[config.mk]
export PLATFORM = sky130hd
export DESIGN_NAME = keypad_scanner
export DESIGN_NICKNAME = d
export VERILOG_FILES = /design/src/rtl/keypad_scanner.sv
export SDC_FILE = /design/constraint.sdc
export NUM_CORES = 1
export LEC_CHECK = 0
export BUFFER_PORTS_ARGS = -buffer_cell sky130_fd_sc_hd__buf_2
export CAP_MARGIN = 20
export CORE_MARGIN = 2
export CORE_UTILIZATION = 50
export DETAILED_ROUTE_END_ITERATION = 8
export PLACE_DENSITY_LB_ADDON = 0.1
export SETUP_SLACK_MARGIN = 0.05
export SKIP_LAST_GASP = 1
export SLEW_MARGIN = 20
export SYNTH_ARGS = -nofsm -noshare
export SYNTH_HDL_FRONTEND = slang
export SYNTH_SLANG_ARGS = --single-unit
[constraint.sdc]
create_clock -name clk -period 4.45 [get_ports clk]
set_input_delay 0.2225 -clock clk [delete_from_list [all_inputs] [get_ports clk]]
set_output_delay 0.2225 -clock clk [all_outputs]
set_load 0.02 [all_outputs]
[src/rtl/keypad_scanner.sv]
// 3x4 matrix keypad scanner for the alarm clock: column strobe, per-frame row decode,
// frame-level debounce FSM and a valid/ack handshake toward the clock control logic.
module keypad_scanner #(
  parameter int SCAN_DIV = 4,
  parameter int DEBOUNCE = 3
) (
  input  logic       clk,
  input  logic       reset,
  input  logic [3:0] rows,
  output logic [2:0] columns,
  output logic [3:0] key_code,
  output logic       key_valid,
  input  logic       key_ack,
  output logic       key_held,
  output logic       overrun
);

  localparam int DW = (SCAN_DIV > 1) ? $clog2(SCAN_DIV) : 1;
  localparam int CW = $clog2(DEBOUNCE + 1) + 1;
  localparam logic [DW-1:0] DWELL_LAST = DW'(SCAN_DIV - 1);
  localparam logic [CW-1:0] DEB_N = CW'(DEBOUNCE);

  typedef enum logic [1:0] {S_IDLE, S_DEB, S_HELD} state_t;

  logic [DW-1:0] r_dwell;
  logic [1:0]    r_col;
  logic [1:0]    r_acc_n;
  logic [3:0]    r_acc_code;
  logic          r_frm_vld;
  logic [1:0]    r_frm_n;
  logic [3:0]    r_frm_code;
  state_t        r_state;
  logic [3:0]    r_cand;
  logic [CW-1:0] r_cnt;
  logic [CW-1:0] r_rcnt;
  logic [3:0]    r_key_code;
  logic          r_key_valid;
  logic          r_key_held;
  logic          r_overrun;

  logic [3:0] w_low;
  logic [2:0] w_nsamp;
  logic [2:0] w_sum;
  logic [1:0] w_n_tot;
  logic [1:0] w_row;
  logic [3:0] w_code;
  logic       w_last;
  logic       w_frm_key;
  logic       w_frm_none;
  logic       w_accept;
  logic [3:0] w_acc_code;

  function automatic logic [3:0] f_decode(input logic [1:0] row, input logic [1:0] col);
    logic [3:0] code;
    case (row)
      2'd0:    code = (col == 2'd0) ? 4'd11 : ((col == 2'd1) ? 4'd0 : 4'd10);
      2'd1:    code = 4'd9 - {2'b00, col};
      2'd2:    code = 4'd6 - {2'b00, col};
      default: code = 4'd3 - {2'b00, col};
    endcase
    return code;
  endfunction

  assign w_low   = ~rows;
  assign w_nsamp = {2'b00, w_low[0]} + {2'b00, w_low[1]} + {2'b00, w_low[2]} + {2'b00, w_low[3]};
  assign w_sum   = {1'b0, r_acc_n} + w_nsamp;
  // Low-row count only needs to distinguish none / one / several across the frame.
  assign w_n_tot = (w_sum >= 3'd2) ? 2'd2 : w_sum[1:0];
  assign w_last  = (r_dwell == DWELL_LAST);

  always_comb begin
    w_row = 2'd0;
    for (int i = 3; i >= 0; i--) begin
      if (w_low[i]) w_row = 2'(i);
    end
  end

  assign w_code = (r_acc_n == 2'd0) ? f_decode(w_row, r_col) : r_acc_code;

  always_ff @(posedge clk) begin
    if (reset) begin
      r_dwell    <= '0;
      r_col      <= 2'd0;
      r_acc_n    <= 2'd0;
      r_acc_code <= 4'd0;
      r_frm_vld  <= 1'b0;
      r_frm_n    <= 2'd0;
      r_frm_code <= 4'd0;
    end else begin
      r_frm_vld <= 1'b0;
      if (w_last) begin
        r_dwell <= '0;
        if (r_col == 2'd2) begin
          r_col      <= 2'd0;
          r_frm_vld  <= 1'b1;
          r_frm_n    <= w_n_tot;
          r_frm_code <= w_code;
          r_acc_n    <= 2'd0;
          r_acc_code <= 4'd0;
        end else begin
          r_col      <= r_col + 2'd1;
          r_acc_n    <= w_n_tot;
          r_acc_code <= w_code;
        end
      end else begin
        r_dwell <= r_dwell + 1'b1;
      end
    end
  end

  assign columns    = ~(3'b001 << r_col);
  assign w_frm_key  = r_frm_vld && (r_frm_n == 2'd1);
  assign w_frm_none = r_frm_vld && (r_frm_n == 2'd0);
  assign w_acc_code = (r_state == S_IDLE) ? r_frm_code : r_cand;

  always_comb begin
    w_accept = 1'b0;
    if (w_frm_key) begin
      if (r_state == S_IDLE && DEBOUNCE == 1) w_accept = 1'b1;
      else if (r_state == S_DEB && r_frm_code == r_cand && (r_cnt + 1'b1) >= DEB_N) w_accept = 1'b1;
    end
  end

  always_ff @(posedge clk) begin
    if (reset) begin
      r_state     <= S_IDLE;
      r_cand      <= 4'd0;
      r_cnt       <= '0;
      r_rcnt      <= '0;
      r_key_code  <= 4'd0;
      r_key_valid <= 1'b0;
      r_key_held  <= 1'b0;
      r_overrun   <= 1'b0;
    end else begin
      if (r_frm_vld) begin
        case (r_state)
          S_IDLE: begin
            if (w_frm_key) begin
              r_cand  <= r_frm_code;
              r_cnt   <= CW'(1);
              r_rcnt  <= '0;
              r_state <= (DEBOUNCE == 1) ? S_HELD : S_DEB;
            end
          end
          S_DEB: begin
            if (w_frm_key && r_frm_code == r_cand) begin
              if (r_cnt < DEB_N) r_cnt <= r_cnt + 1'b1;
              if (w_accept) begin
                r_state <= S_HELD;
                r_rcnt  <= '0;
              end
            end else begin
              r_state <= S_IDLE;
              r_cnt   <= '0;
            end
          end
          S_HELD: begin
            if (w_frm_none) begin
              if ((r_rcnt + 1'b1) >= DEB_N) begin
                r_state    <= S_IDLE;
                r_rcnt     <= '0;
                r_cnt      <= '0;
                r_key_held <= 1'b0;
              end else begin
                r_rcnt <= r_rcnt + 1'b1;
              end
            end else begin
              r_rcnt <= '0;
            end
          end
          default: r_state <= S_IDLE;
        endcase
      end
      // An ack landing on the accept cycle consumes the old key, not the new one.
      if (w_accept) begin
        r_key_code  <= w_acc_code;
        r_key_valid <= 1'b1;
        r_key_held  <= 1'b1;
        r_overrun   <= r_key_valid && !key_ack;
      end else if (key_ack && r_key_valid) begin
        r_key_valid <= 1'b0;
        r_overrun   <= 1'b0;
      end
    end
  end

  assign key_code  = r_key_code;
  assign key_valid = r_key_valid;
  assign key_held  = r_key_held;
  assign overrun   = r_overrun;

endmodule

==> results by stage <==
Synth:
- The synthesized netlist occupies a cell area of 0.00198 sq mm.
- The number of register bits inferred by synthesis is 36.
- Among all cell types in the netlist, the one instantiated most often is dfxtp_1.
- Ranked by total cell area, the synthesized netlist is headed by dfxtp_1, ha_1, a211oi_1, a21oi_1, mux2i_1.
- The count of unique library cells instantiated by Yosys is 50.
- In the synthesized netlist, the cells that appear most often are dfxtp_1, nor2_1, a21oi_1.
- When the netlist entered floorplanning its net count stood at 248.
- The gate count after technology mapping is 224.
- The portion of synthesized cell area occupied by the leading cell type is 36.4%.
- Yosys printed 0 warnings.
- The async set-or-reset flop fraction in the synthesized netlist is 0%.
- The mean post-synth cell area is 8.85 sq um.
- The most used flip-flop cell after synthesis is dfxtp_1.
- Of the synthesized area, sequential elements account for 36.4%.
- In this run, synthesis inferred 0 flip-flops with an integrated enable.
- Of all cell types, the one taking the most synthesized area is dfxtp_1.

Drt:
- Using the TritonRoute via totals, the vias-per-cell ratio works out to between 5 and 6.
- The count of nets left with antenna violations once routing finished came out at 0.
- The via count is between 1500 and 2000.
- After detailed routing, the average wire length per cell comes to 13.1 um.
- In the routed design, unresolved DRC markers number 0.
- The final wirelength is 3.78 mm.
- The DRC marker count from the first detailed-route iteration is around 130.
- The first TritonRoute pass finished after 6 iterations.

GRT:
- Global routing used 18.7% of the available tracks across all layers.
- The wire length of the first global-routing pass is between 6 and 7 mm.
- The via count of the first global-routing pass is about 1400.
- In the global route stage, met1 resource usage came out at between 20 and 25%.
- The total congestion overflow is 0.
- Global routing consumed, on the met2 layer, 29.9% of the routing resources.
- The most used routing layer in global routing is met2.
- Entering global routing, the biggest net connects 38 pins.
- The number of antenna violations at the first check in global routing is 0.
- The met3 layer usage reported by global route is 4.56%.

Clock network:
- Once the clock tree was built, the resizer swapped 0 gates to a different size.
- The number of CTS-inserted buffers is 5.
- The clock passes through at most 2 buffers.
- The number of sinks on the clock net is 36.
- CTS built an H-tree with a depth of 2.
- The clock network latency to the later pin of the worst-skew pair is 0.28 ns.
- The number of buffers inserted for hold repair after clock tree synthesis is 0.
- Once the clock tree was built, the setup fixing pass inserted 0 buffers.
- Clock tree synthesis selected as its root buffer the cell clkbuf_8.
- The CTS tree is done.
- After clock tree synthesis, the clock-pin slew on the worst setup and hold paths is about 0.070 ns.

Worst setup path:
- The worst setup path is captured at a flip-flop.
- Data arrives at the worst endpoint at ~2.5 ns.
- The category of the most critical setup path is reg -> reg.
- Along the worst path, the maximum fanout reaches 4.
- The required time of the critical path is 4.60 ns.
- The worst setup path is launched from a flip-flop.

Power:
- The leakage power is 0.000844 uW.
- The design internal power is around 480 uW.
- The total power per unit cell area is 287 mW/mm^2.
- The clock power share is 38.2%.
- Summed over all nets, the switching power comes to roughly 150 uW.
- VDD sags by at most between 0.3 and 0.4 mV.
- The logic gate share of total power is 8.8%.
- The fraction of power spent switching nets is 24.0%.
- The overall power is roughly 630 uW.
- Sequential cells account for 53.0% of the total power.

Run status:
- The run finished with clean final reports.

Timing:
- Setup violations remaining at the end of the flow were counted as 0.
- The time the worst path needs with I/O delays and setup is 2.30 ns.
- On the final layout, the worst clock skew is about 0.0067 ns.
- In the finished design, the share of the clock period the worst path needs comes to 51.7%.
- Setup repair after global routing left no endpoint under its margin.
- The final count of hold timing violations was 0.
- The measured slew at the worst slew-check pin is 0.811 ns.
- The number of slew-limit violations in the final report is 0.
- The achievable clock frequency is ~430 MHz.
- The max-slew headroom at the worst pin is 45.2%.
- The sum of negative setup slack is 0 ns.

Cells and area:
- The diode insertion count for antenna repair is 0.
- Cells with a size suffix above 1 make up about 12% of the layout.
- The number of inserted filler cells in the final layout is 372.
- Relative to the synthesized area, the layout overhead comes to 9.91%.
- The finished layout holds 289 standard cells, fillers aside.
- The count of nets after finishing is 264.
- After routing the design area is 0.00218 sq mm.
- The utilization after layout is 58.2%.

Floorplan:
- The overall die area is about 0.0045 sq mm.
- From left edge to right edge, the die measures 67.0 um.
- From bottom edge to top edge, the die measures around 67 um.
- The floorplan has 22 rows.
- The core area is 0.00374 sq mm.
- The total I/O pin count is 17.
- The initial utilization of the core area, before any placement, comes to between 50% and 60%.

Placement:
- The HPWL after detailed placement is 2.76 mm.
- The count of input and output buffers is 16.
- The area of placed instances is 0.00209 sq mm.
- Routability-driven placement finished with a final weighted congestion of 0.790.
- The number of placed instances, taps included is 281.

Worst hold path:
- The path class of the tightest hold or removal check is in -> reg.

Flow run:
- The max capacitance violation total is 0.
-- power by group through the flow --
stage               Clock (uW)  Combinational (uW)  Sequential (uW)
floorplan                    0                41.3              338
detailed placement           0                55.3              339
finish                     239                54.9              332
global placement             0                55.1              339
global route               259                63.5              332
CTS                        244                55.3              332
-- cell usage in the layout, fill, tap and decap left out, types with 3 or more instances in the layout --
cell      netlist  routed
a21oi_1        19      19
nand2_1        14      14
ha_1           14      14
nor2_1         21      21
mux2i_1         8       8
inv_1          16      16
nor3_1          5       5
clkbuf_8        0       6
xnor2_1         3       3
fa_1            3       3
o21ai_0        12      12
nand3_1         6       6
nand2b_1        3       3
a211oi_1       13      13
buf_2           0      16
dfxtp_1        36      36
nand3b_1        3       3
-- flip-flops by register name, indices dropped and copies added, names as in the netlist, 3 cells and up --
| signal | cells |
|---|---|
| r_acc_code | 4 |
| r_cnt | 3 |
| r_cand | 4 |
| r_frm_code | 4 |
| key_code | 4 |
| r_rcnt | 3 |
-- through the flow --
stage / setup WS, ns / hold WS (ns)
after floorplan: 2.26 / 0.325
after global placement: 2.18 / 0.418
after CTS: 2.14 / 0.130
after global routing: 1.99 / 0.122
final: 2.15 / 0.132
after detailed placement: 2.15 / 0.424
-- final timing paths --
check	from	to	slack [ns]	cells past startpoint
hold reg to reg	r_dwell[0]	r_dwell[0]	0.43	1
hold / removal	key_ack	overrun	0.13	2
setup reg to reg	r_acc_n[0]	r_acc_n[0]	2.15	8
setup / recovery	r_acc_n[0]	r_acc_n[0]	2.15	8
-- routing by layer --
metal | share of wire (%) | routed length [um]
met5 | 0 | 0
met4 | 0 | 0
met3 | 4.5 | 169
met2 | 47 | 1770
met1 | 49 | 1840
-- worst max-delay path, stage by stage (launching register included) --
cell	delay, ns
dfxtp_1	0.37
inv_1	0.07
fa_1	0.50
inv_1	0.05
fa_1	0.37
fa_1	0.50
nor2_1	0.07
a32oi_1	0.18
nor2_1	0.05
-- layout make-up --
cell class,instances,area [sq um],area share [%]
clock buffer,8,90.1,4.14
tap,48,60.1,2.76
sequential,36,721,33.1
timing repair buffer,16,80.1,3.68
inverter,16,60.1,2.76
multi-input combinational,165,1170,53.6
-- cells by family after synthesis --
family	synth area share [%]
buffers and inverters	4.73
DFF	36.4
xor gates and xnor gates	3.03
and+or+nand+nor	19.3
muxes	4.04
AOI/OAI and AO/OA	20.7
adders and majority gates	11.9
(Power assumes the default switching activity.)
